## src/rtl/ili934x_item_arb.sv

```systemverilog
// Packet-level round-robin arbiter merging N_REQ wr_item_t streams into one.
// Optional stall timeout is enabled by defining ITEM_ARB_TIMEOUT_EN.
package ili934x_pkg;
    typedef struct packed {
        logic       is_cmd;
        logic [7:0] data;
    } wr_item_t;
endpackage

module ili934x_item_arb
    import ili934x_pkg::*;
#(
    parameter  int N_REQ       = 3,
    parameter  int TIMEOUT_CYC = 1024,
    localparam int GW          = $clog2(N_REQ)
) (
    input  logic                   clk,
    input  logic                   rst_n,
    input  logic     [N_REQ-1:0]   req_valid,
    input  wr_item_t [N_REQ-1:0]   req_item,
    input  logic     [N_REQ-1:0]   req_last,
    output logic     [N_REQ-1:0]   req_ready,
    output logic                   item_valid,
    output wr_item_t               item,
    input  logic                   item_ready,
    output logic                   busy,
    output logic     [GW-1:0]      grant_id,
    output logic                   timeout_err
);

    typedef enum logic {
        A_IDLE,
        A_GRANT
    } state_t;

    state_t        r_state;
    state_t        w_state_nxt;
    logic [GW-1:0] r_ptr;
    logic [GW-1:0] w_ptr_nxt;
    logic [GW-1:0] r_gid;
    logic [GW-1:0] w_gid_nxt;
    logic [GW-1:0] w_pick;
    logic [GW-1:0] w_adv;
    logic [GW-1:0] w_idx [N_REQ];
    logic          w_any;
    logic          w_gvalid;
    logic          w_xfer;
    logic          w_hit;
    logic          r_tmo;
    logic          w_tmo_nxt;

    // Search order ptr, ptr+1, ... wrapping; loop runs backwards so the
    // nearest candidate to ptr is written last and wins.
    always_comb begin
        for (int i = 0; i < N_REQ; i++) begin
            w_idx[i] = GW'((int'(r_ptr) + i) % N_REQ);
        end
    end

    always_comb begin
        w_pick = '0;
        w_any  = 1'b0;
        for (int i = N_REQ - 1; i >= 0; i--) begin
            if (req_valid[w_idx[i]]) begin
                w_pick = w_idx[i];
                w_any  = 1'b1;
            end
        end
    end

    assign w_gvalid = req_valid[r_gid];
    assign w_adv    = (r_gid == GW'(N_REQ - 1)) ? '0 : r_gid + 1'b1;

`ifdef ITEM_ARB_TIMEOUT_EN
    localparam int CW = $clog2(TIMEOUT_CYC + 1);

    logic [CW-1:0] r_cnt;

    assign w_hit = (r_state == A_GRANT) && !w_gvalid
                && (r_cnt == CW'(TIMEOUT_CYC - 1));

    // Only starvation by the granted source counts; FIFO back-pressure never does.
    always_ff @(posedge clk or negedge rst_n) begin
        if (!rst_n) begin
            r_cnt <= '0;
        end else if (r_state != A_GRANT || w_xfer) begin
            r_cnt <= '0;
        end else if (!w_gvalid) begin
            r_cnt <= r_cnt + 1'b1;
        end
    end
`else
    assign w_hit = 1'b0;
`endif

    always_comb begin
        w_state_nxt = r_state;
        w_ptr_nxt   = r_ptr;
        w_gid_nxt   = r_gid;
        w_tmo_nxt   = 1'b0;
        w_xfer      = 1'b0;
        item_valid  = 1'b0;
        item        = '0;
        req_ready   = '0;
        unique case (r_state)
            A_IDLE: begin
                if (w_any) begin
                    w_gid_nxt   = w_pick;
                    w_state_nxt = A_GRANT;
                end
            end
            A_GRANT: begin
                item_valid       = w_gvalid;
                item             = w_gvalid ? req_item[r_gid] : '0;
                req_ready[r_gid] = item_ready;
                w_xfer           = w_gvalid && item_ready;
                if (w_xfer && req_last[r_gid]) begin
                    w_state_nxt = A_IDLE;
                    w_ptr_nxt   = w_adv;
                end else if (w_hit) begin
                    w_state_nxt = A_IDLE;
                    w_ptr_nxt   = w_adv;
                    w_tmo_nxt   = 1'b1;
                end
            end
            default: w_state_nxt = A_IDLE;
        endcase
    end

    always_ff @(posedge clk or negedge rst_n) begin
        if (!rst_n) begin
            r_state <= A_IDLE;
            r_ptr   <= '0;
            r_gid   <= '0;
            r_tmo   <= 1'b0;
        end else begin
            r_state <= w_state_nxt;
            r_ptr   <= w_ptr_nxt;
            r_gid   <= w_gid_nxt;
            r_tmo   <= w_tmo_nxt;
        end
    end

    assign busy        = (r_state == A_GRANT);
    assign grant_id    = r_gid;
    assign timeout_err = r_tmo;

endmodule
```

## config.mk

```make
export PLATFORM = sky130hd
export DESIGN_NAME = ili934x_item_arb
export DESIGN_NICKNAME = d
export VERILOG_FILES = /design/src/rtl/ili934x_item_arb.sv
export SDC_FILE = /design/constraint.sdc
export NUM_CORES = 1
export LEC_CHECK = 0
export CAP_MARGIN = 40
export CORE_MARGIN = 4
export CORE_UTILIZATION = 35
export DETAILED_ROUTE_END_ITERATION = 16
export PLACE_DENSITY = 0.81
export SETUP_SLACK_MARGIN = 0.4
export SLEW_MARGIN = 20
export SYNTH_ARGS = -nofsm -noshare
export SYNTH_HDL_FRONTEND = slang
export SYNTH_SLANG_ARGS = --single-unit
export TNS_END_PERCENT = 100
```

## constraint.sdc

```tcl
create_clock -name clk -period 2.4 [get_ports clk]
set_input_delay 0.72 -clock clk [delete_from_list [all_inputs] [get_ports clk]]
set_output_delay 0.72 -clock clk [all_outputs]
set_load 0.05 [all_outputs]
```

==> summary.md, run 1 <==
| Metric | Value |
|---|---|
| Result of the run | `complete, but fails checks` |
| Violations in the final reports | `setup timing` |
| Number of cells produced by synthesis | `100` |
| Final hold violation count | `0` |
| Seq. cell area | `129 µm²` |
| Sort of element at the end of the critical path | `output port` |
| Register bit total from synthesis | `5` |
| Area enclosed by the die boundary | `2950 µm²` |
| Most used flip-flop cell after synthesis | `sky130_fd_sc_hd__dfrtp_1` |
| Clk root buf | `sky130_fd_sc_hd__clkbuf_4` |
| Placed wire-length estimate after detailed placement | `2400 µm` |
| Layout Skew | `10.1 ps` |
| Multi-input gate area | `778 µm²` |
| Filler cell count in the final layout | `112` |
| Signal arrival time at the worst endpoint | `1690 ps` |
| Proportion of synthesized chip area in sequential cells | `16.7%` |
| Drt via density | `5.45` |
| Worst setup margin | `-7.37 ps` |
| Initial standard-cell utilization of the core | `37.5%` |
| Reg2Reg Launch Point | `grant_id[1]` |
| Fraction of final layout cells sized beyond drive strength 1 | `44.6%` |
| Synth Warn # | `0` |
| Lkg Pwr | `0.739 nW` |
| Routed metal-1 wire length | `1370 µm` |
| Total wirelength of the detailed-routed design | `3720 µm` |
| Worst slack at placement | `-392 ps` |
| Hold Path Origin | `r_ptr[0]` |
| Clock insertion delay at the later pin of the skew report | `250 ps` |
| Residual DRC | `0` |
| Initial antenna violation count | `0` |
| Highest metal used | `met4` |
| Metal2 WL | `1950 µm` |
| Power density relative to cell area | `1460 nW/µm²` |
| Min cycle time layout | `2410 ps` |
| Number of setup violations in the final report | `1` |
| Number of I/O port buffers | `51` |
| CP max-delay cell | `sky130_fd_sc_hd__o2bb2ai_4` |
| Die extent in x | `54.3 µm` |
| Setup TNS after final layout | `-7.37 ps` |
| N_diodes | `0` |
| Layout Area Growth over Synthesis | `132%` |
| Count of maximum capacitance violations | `0` |
| Cell type with the highest aggregate area in the netlist | `sky130_fd_sc_hd__dfrtp_1` |
| Worst stage delay on the critical path | `240 ps` |
| Netlist Area Pre-Place | `751 µm²` |
| Maximum number of pins on one net before global-route repair | `17` |
| Maximum clock rate | `415 MHz` |
| Clock tree from TritonCTS | `done` |
| Row Count | `16` |
| Proportion of register bits with asynchronous set or reset after synthesis | `100%` |
| Met3 WL | `218 µm` |
| Number of clock buffers inserted by TritonCTS | `3` |
| Number of unique standard cell types used by synthesis | `38` |
| Total overflow reported by the global router | `0` |
| Max-slew violations | `0` |
| Fraction of synthesized cell area taken by the top area cell type | `16.7%` |
| Final Power | `2.55 mW` |
| Clk pin slew, worst setup/hold paths | `40 ps` |
| DRT Pass-1 Iters | `4` |
| Vias in the first global route | `1060` |
| Vertical die dimension | `54.3 µm` |
| Cell-by-cell listing of the critical path | `buf_2 > mux2i_4 > o2bb2ai_4 > nand2_4 > nor2_4 > buf_12` |
| Core area | `2000 µm²` |
| Clock sinks | `5` |
| Post-synth EDFFs | `0` |
| Layout Nets | `207` |
| Total via count after detailed routing | `1051` |
| Worst ir drop on vdd | `1.09 mV` |
| Syn Nets | `140` |
| Mean routed wirelength per cell | `19.3 µm` |
| Startpoint-to-endpoint class of the critical path | `in -> out` |
| Worst path required time | `1680 ps` |
| Tcrit/Tclk final | `100%` |
| Total I/O pin count | `53` |
| Max clock buf depth | `2` |
| Class of the worst hold path | `reg -> reg` |
| Setup crit start | `req_valid[0]` |
| Antenna-violating nets left | `0` |
| Global-route wire length before repair | `5010 µm` |
| Top area cells in the synthesized netlist | `sky130_fd_sc_hd__dfrtp_1 (17%), sky130_fd_sc_hd__mux2i_1 (16%), sky130_fd_sc_hd__nor2_1 (10%)` |
| First DRT Iteration DRCs | `36` |
| Routability congestion estimate | `0.760` |
| Category of the worst setup path launch point | `primary input` |
| Depth of the CTS H-tree | `1` |
| Mapped Avg Cell Area | `7.51 µm²` |
| Total routing usage reported by global routing | `23.8%` |
| Crit path max fanout | `5` |
| Hold-fix buffers at CTS | `0` |
| Unrepaired setup endpoints after global routing | `true` |
## sequential cells by signal, summed over array words and instances, names as in the netlist
signal / cells
busy: 1
grant_id: 2
r_ptr: 2
## worst paths after layout
path,cells after the start,slack [ps],end
max in group asynchronous,1,1510,grant_id[1]
setup reg to reg,7,430,r_ptr[1]
setup / recovery,6,-7,item[8]
hold reg to reg,1,570,r_ptr[0]
hold / removal,1,570,r_ptr[0]
min in group asynchronous,1,690,busy
## where the power goes
| group | switching, mW | internal [mW] |
|---|---|---|
| logic | 1.23 | 1.02 |
| clock network | 0.0377 | 0.0631 |
| registers | 0.0786 | 0.127 |
## per-stage QoR
stage	cell area, µm²	util, %	hold slack (ps)	cells
floorplan	900	-	424	100
global placement	1570	78.4	547	179
detailed placement	1570	78.4	557	179
CTS	1690	84.3	567	190
global route	1740	87.1	599	193
finish	1740	87.1	570	193
## Yosys cell counts, types with 2 or more instances
cell                        count
sky130_fd_sc_hd__a21oi_1        9
sky130_fd_sc_hd__buf_4          2
sky130_fd_sc_hd__clkbuf_1       3
sky130_fd_sc_hd__dfrtp_1        5
sky130_fd_sc_hd__ha_1           4
sky130_fd_sc_hd__inv_1          4
sky130_fd_sc_hd__mux2_1         2
sky130_fd_sc_hd__mux2i_1       12
sky130_fd_sc_hd__nand2_1        3
sky130_fd_sc_hd__nand3b_1       2
sky130_fd_sc_hd__nor2_1        21
sky130_fd_sc_hd__nor2b_1        3
sky130_fd_sc_hd__nor3_1         2
sky130_fd_sc_hd__nor3b_1        2
sky130_fd_sc_hd__o21ai_0        2
sky130_fd_sc_hd__o2bb2ai_1      2
## cells by family after synthesis
group,share of synthesized area [%]
and+or+nand+nor,27.7
AOI/OAI and AO/OA,21.8
muxes,19.0
buffers and inverters,7.66
DFF,16.7
adders and majority gates,6.67
other,0.500
## cells in the final DEF, fill, tap and decap left out, drive strengths merged, types with 2 or more instances in the layout
cell type,instances
o21ai,2
dfrtp,5
inv,3
clkbuf,4
o2bb2ai,2
nand3b,2
buf,36
dlygate4sd2,18
ha,4
a21oi,9
mux2,2
nand2,4
nor3,2
mux2i,12
nor2b,3
clkdlybuf4s50,13
nor2,21
nor3b,2
## what timing repair did
| item | CTS | global route |
|---|---|---|
| buffers inserted | 6 | 3 |
| resized for setup | 50 | 8 |
| pin swaps | 21 | 11 |
| setup endpoints to repair | 19 | 14 |
| gates cloned | 1 | 0 |
## worst max-delay path, delay by kind of cell
kind | cells | cell delay, ps
compound gates | 1 | 240
buf+inv | 2 | 290
mux | 1 | 90
simple gates | 2 | 330
## layer usage
metal | GRT usage (%) | up-vias
met4 | 10.4 | 0
met2 | 41.6 | 61
met1 | 28.8 | 484
met3 | 3.00 | 17
met5 | 0 | -
li1 | - | 489
## cell type report
cell class	instances	area share (%)
Multi-Input combinational cell	85	44.6
Timing Repair Buffer	68	43.5
Clock buffer	4	1.51
Tap cell	27	1.94
Inverter	4	1.08
Sequential cell	5	7.39
No activity file was read; power rests on OpenSTA's default activity.
==> run 2: changes to the inputs <==
--- a/config.mk
+++ b/config.mk
@@ -7,9 +7,10 @@
 export LEC_CHECK = 0
 export CAP_MARGIN = 40
 export CORE_MARGIN = 4
-export CORE_UTILIZATION = 35
+export CORE_UTILIZATION = 37
+export CTS_CLUSTER_DIAMETER = 100
 export DETAILED_ROUTE_END_ITERATION = 16
-export PLACE_DENSITY = 0.81
+export PLACE_DENSITY = 0.85
 export SETUP_SLACK_MARGIN = 0.4
 export SLEW_MARGIN = 20
 export SYNTH_ARGS = -nofsm -noshare
==> constraint.sdc (replaced) <==
create_clock -name clk -period 2.92 [get_ports clk]
set_input_delay 0.876 -clock clk [delete_from_list [all_inputs] [get_ports clk]]
set_output_delay 0.876 -clock clk [all_outputs]
set_load 0.05 [all_outputs]
==> run 2 against run 1 <==
The flow now finishes without violations. Utilization down 1.3 points. Combinational power is 26% lower. Sequential share of layout area up 0.42 points. Routed wire length is 11% lower. Sequential power decreased by 10%. Power down 24%. Via count is 3.2% lower. Worst setup slack improved by 320 ps. Flip-flop and latch count stayed put. Final area is 4.4% lower. Clock skew down 4.8 ps. Die area decreased by 4.6%. Largest cell class unchanged. Largest power group unchanged. Highest routed layer unchanged.
==> summary.md, run 2 (synthesis gave the netlist of run 1 again) <==
| Metric | Value |
|---|---|
| Hold endpoint | `r_ptr[1]` |
| Initial antenna violation count | `0` |
| Unrepaired setup endpoints after global routing | `true` |
| Core area | `1940 µm²` |
| Residual DRC | `0` |
| Worst hold path cell count | `1` |
| Layout Area Growth over Synthesis | `122%` |
| Lkg Pwr | `0.724 nW` |
| Maximum clock rate | `384 MHz` |
| Signal arrival time at the worst endpoint | `1730 ps` |
| Clk pin slew, worst setup/hold paths | `50 ps` |
| Reg2Reg Launch Point | `grant_id[1]` |
| Result of the run | `finished clean` |
| Clock insertion delay at the later pin of the skew report | `240 ps` |
| Number of I/O port buffers | `51` |
| Worst ir drop on vdd | `0.808 mV` |
| Final hold violation count | `0` |
| Cell-by-cell listing of the critical path | `dlygate4sd2_1 > mux2i_1 > nor2_1 > a21oi_2 > nor2_4 > buf_12` |
| Vertical die dimension | `53.0 µm` |
| Total routing usage reported by global routing | `24.2%` |
| Worst stage delay on the critical path | `230 ps` |
| Max-slew violations | `0` |
| Sort of element at the end of the critical path | `output port` |
| CP max-delay cell | `sky130_fd_sc_hd__dlygate4sd2_1` |
| Vias in the first global route | `1045` |
| Clock tree from TritonCTS | `done` |
| Total wirelength of the detailed-routed design | `3310 µm` |
| Crit path max fanout | `1` |
| Layout Skew | `5.34 ps` |
| Number of clock buffers inserted by TritonCTS | `3` |
| Hold Path Origin | `r_ptr[1]` |
| Maximum number of pins on one net before global-route repair | `13` |
| Max clock buf depth | `2` |
| Area enclosed by the die boundary | `2810 µm²` |
| Die extent in x | `53.0 µm` |
| Min cycle time layout | `2600 ps` |
| Total overflow reported by the global router | `0` |
| Mean routed wirelength per cell | `17.6 µm` |
| Setup crit start | `req_item[21]` |
| Register-to-register setup slack | `1060 ps` |
| Global-route wire length before repair | `4880 µm` |
| Fraction of final layout cells sized beyond drive strength 1 | `40.6%` |
| Worst reg2reg path depth | `6` |
| Placed wire-length estimate after detailed placement | `2290 µm` |
| Number of setup violations in the final report | `0` |
| Worst hold slack after final layout | `559 ps` |
| Clk root buf | `sky130_fd_sc_hd__clkbuf_4` |
| Tcrit/Tclk final | `89.2%` |
| Total I/O pin count | `53` |
| Slew at the pin closest to its max-slew limit | `516 ps` |
| Depth of the CTS H-tree | `1` |
| Relative slew slack | `65.6%` |
| Category of the worst setup path launch point | `primary input` |
| Antenna-violating nets left | `0` |
| Power density relative to cell area | `1160 nW/µm²` |
| Commonest cells after routing, fill and taps aside | `sky130_fd_sc_hd__dlygate4sd2_1 (13), sky130_fd_sc_hd__buf_12 (13), sky130_fd_sc_hd__nor2_1 (12)` |
| Row Count | `16` |
| Layout Nets | `201` |
| Routability congestion estimate | `0.858` |
| Final Power | `1.93 mW` |
| Class of the worst hold path | `reg -> reg` |
| Initial standard-cell utilization of the core | `38.7%` |
| Count of maximum capacitance violations | `0` |
| Terminus of the critical flop-to-flop path | `r_ptr[0]` |
| Clock sinks | `5` |
| DRT Pass-1 Iters | `6` |
| Total via count after detailed routing | `1017` |
| Startpoint-to-endpoint class of the critical path | `in -> out` |
| Drt via density | `5.41` |
| Worst path required time | `2040 ps` |
| First DRT Iteration DRCs | `25` |
run 2: cell types whose count changed in the layout (fill, tap and decap cells not counted), sizes merged, moves of 2 or more:
| cell | change |
|---|---|
| clkdlybuf4s50 | -2 |
| buf | -9 |
| dlymetal6s2s | +3 |
| dlygate4sd2 | -5 |
| clkbuf | +3 |
| clkdlybuf4s15 | +4 |
run 2: final cells by class:
class	count	area [µm²]
fill	102	275
inverter	4	18.8
antenna	1	2.50
clock buffer	4	26.3
tap	27	33.8
multi-input combinational	85	751
sequential	5	130
timing repair buffer	62	704
run 2: stage by stage:
stage / std cells / setup TNS [ps] / setup WS, ps / area (µm²) / util, %
after floorplan: 100 / 0 / 331 / 862 / -
after global placement: 178 / -1080 / -122 / 1550 / 79.6
after detailed placement: 178 / -1320 / -144 / 1550 / 79.6
after CTS: 187 / 0 / 318 / 1660 / 85.5
after global routing: 187 / 0 / 267 / 1660 / 85.7
final: 188 / 0 / 316 / 1670 / 85.8
run 2: worst max path at each step:
stage | to | depth (start not counted)
after floorplan | req_ready[2] | 3
after global placement | item_valid | 6
after detailed placement | item_valid | 6
after CTS | item_valid | 6
after global routing | item[6] | 5
final | item[3] | 6
run 2: critical path: cells and delay by family:
| kind | cells | cell delay, ps |
|---|---|---|
| compound gates | 1 | 170 |
| buf+inv | 2 | 370 |
| mux | 1 | 150 |
| simple gates | 2 | 150 |
run 2: layer usage:
layer / GRT usage [%] / share of wire, %
met2: 45.2 / 57
met5: 0 / 0
met1: 25.8 / 35
met3: 4.23 / 5.5
met4: 11.5 / 2.2
run 2: repair_timing:
| action | 4_1_cts | 5_1_grt |
|---|---|---|
| gates cloned | 1 | 0 |
| setup buffers | 4 | 0 |
| endpoints found under the setup margin | 15 | 13 |
| hold buffers | 0 | 0 |
| gates resized for setup | 55 | 13 |
| pin swaps | 21 | 13 |
run 2: where the power goes:
part           total [mW]  internal (mW)  switching (mW)
Clock              0.0809         0.0517          0.0292
Sequential          0.184          0.107          0.0774
Combinational        1.66          0.733           0.932
Total                1.93          0.891            1.04
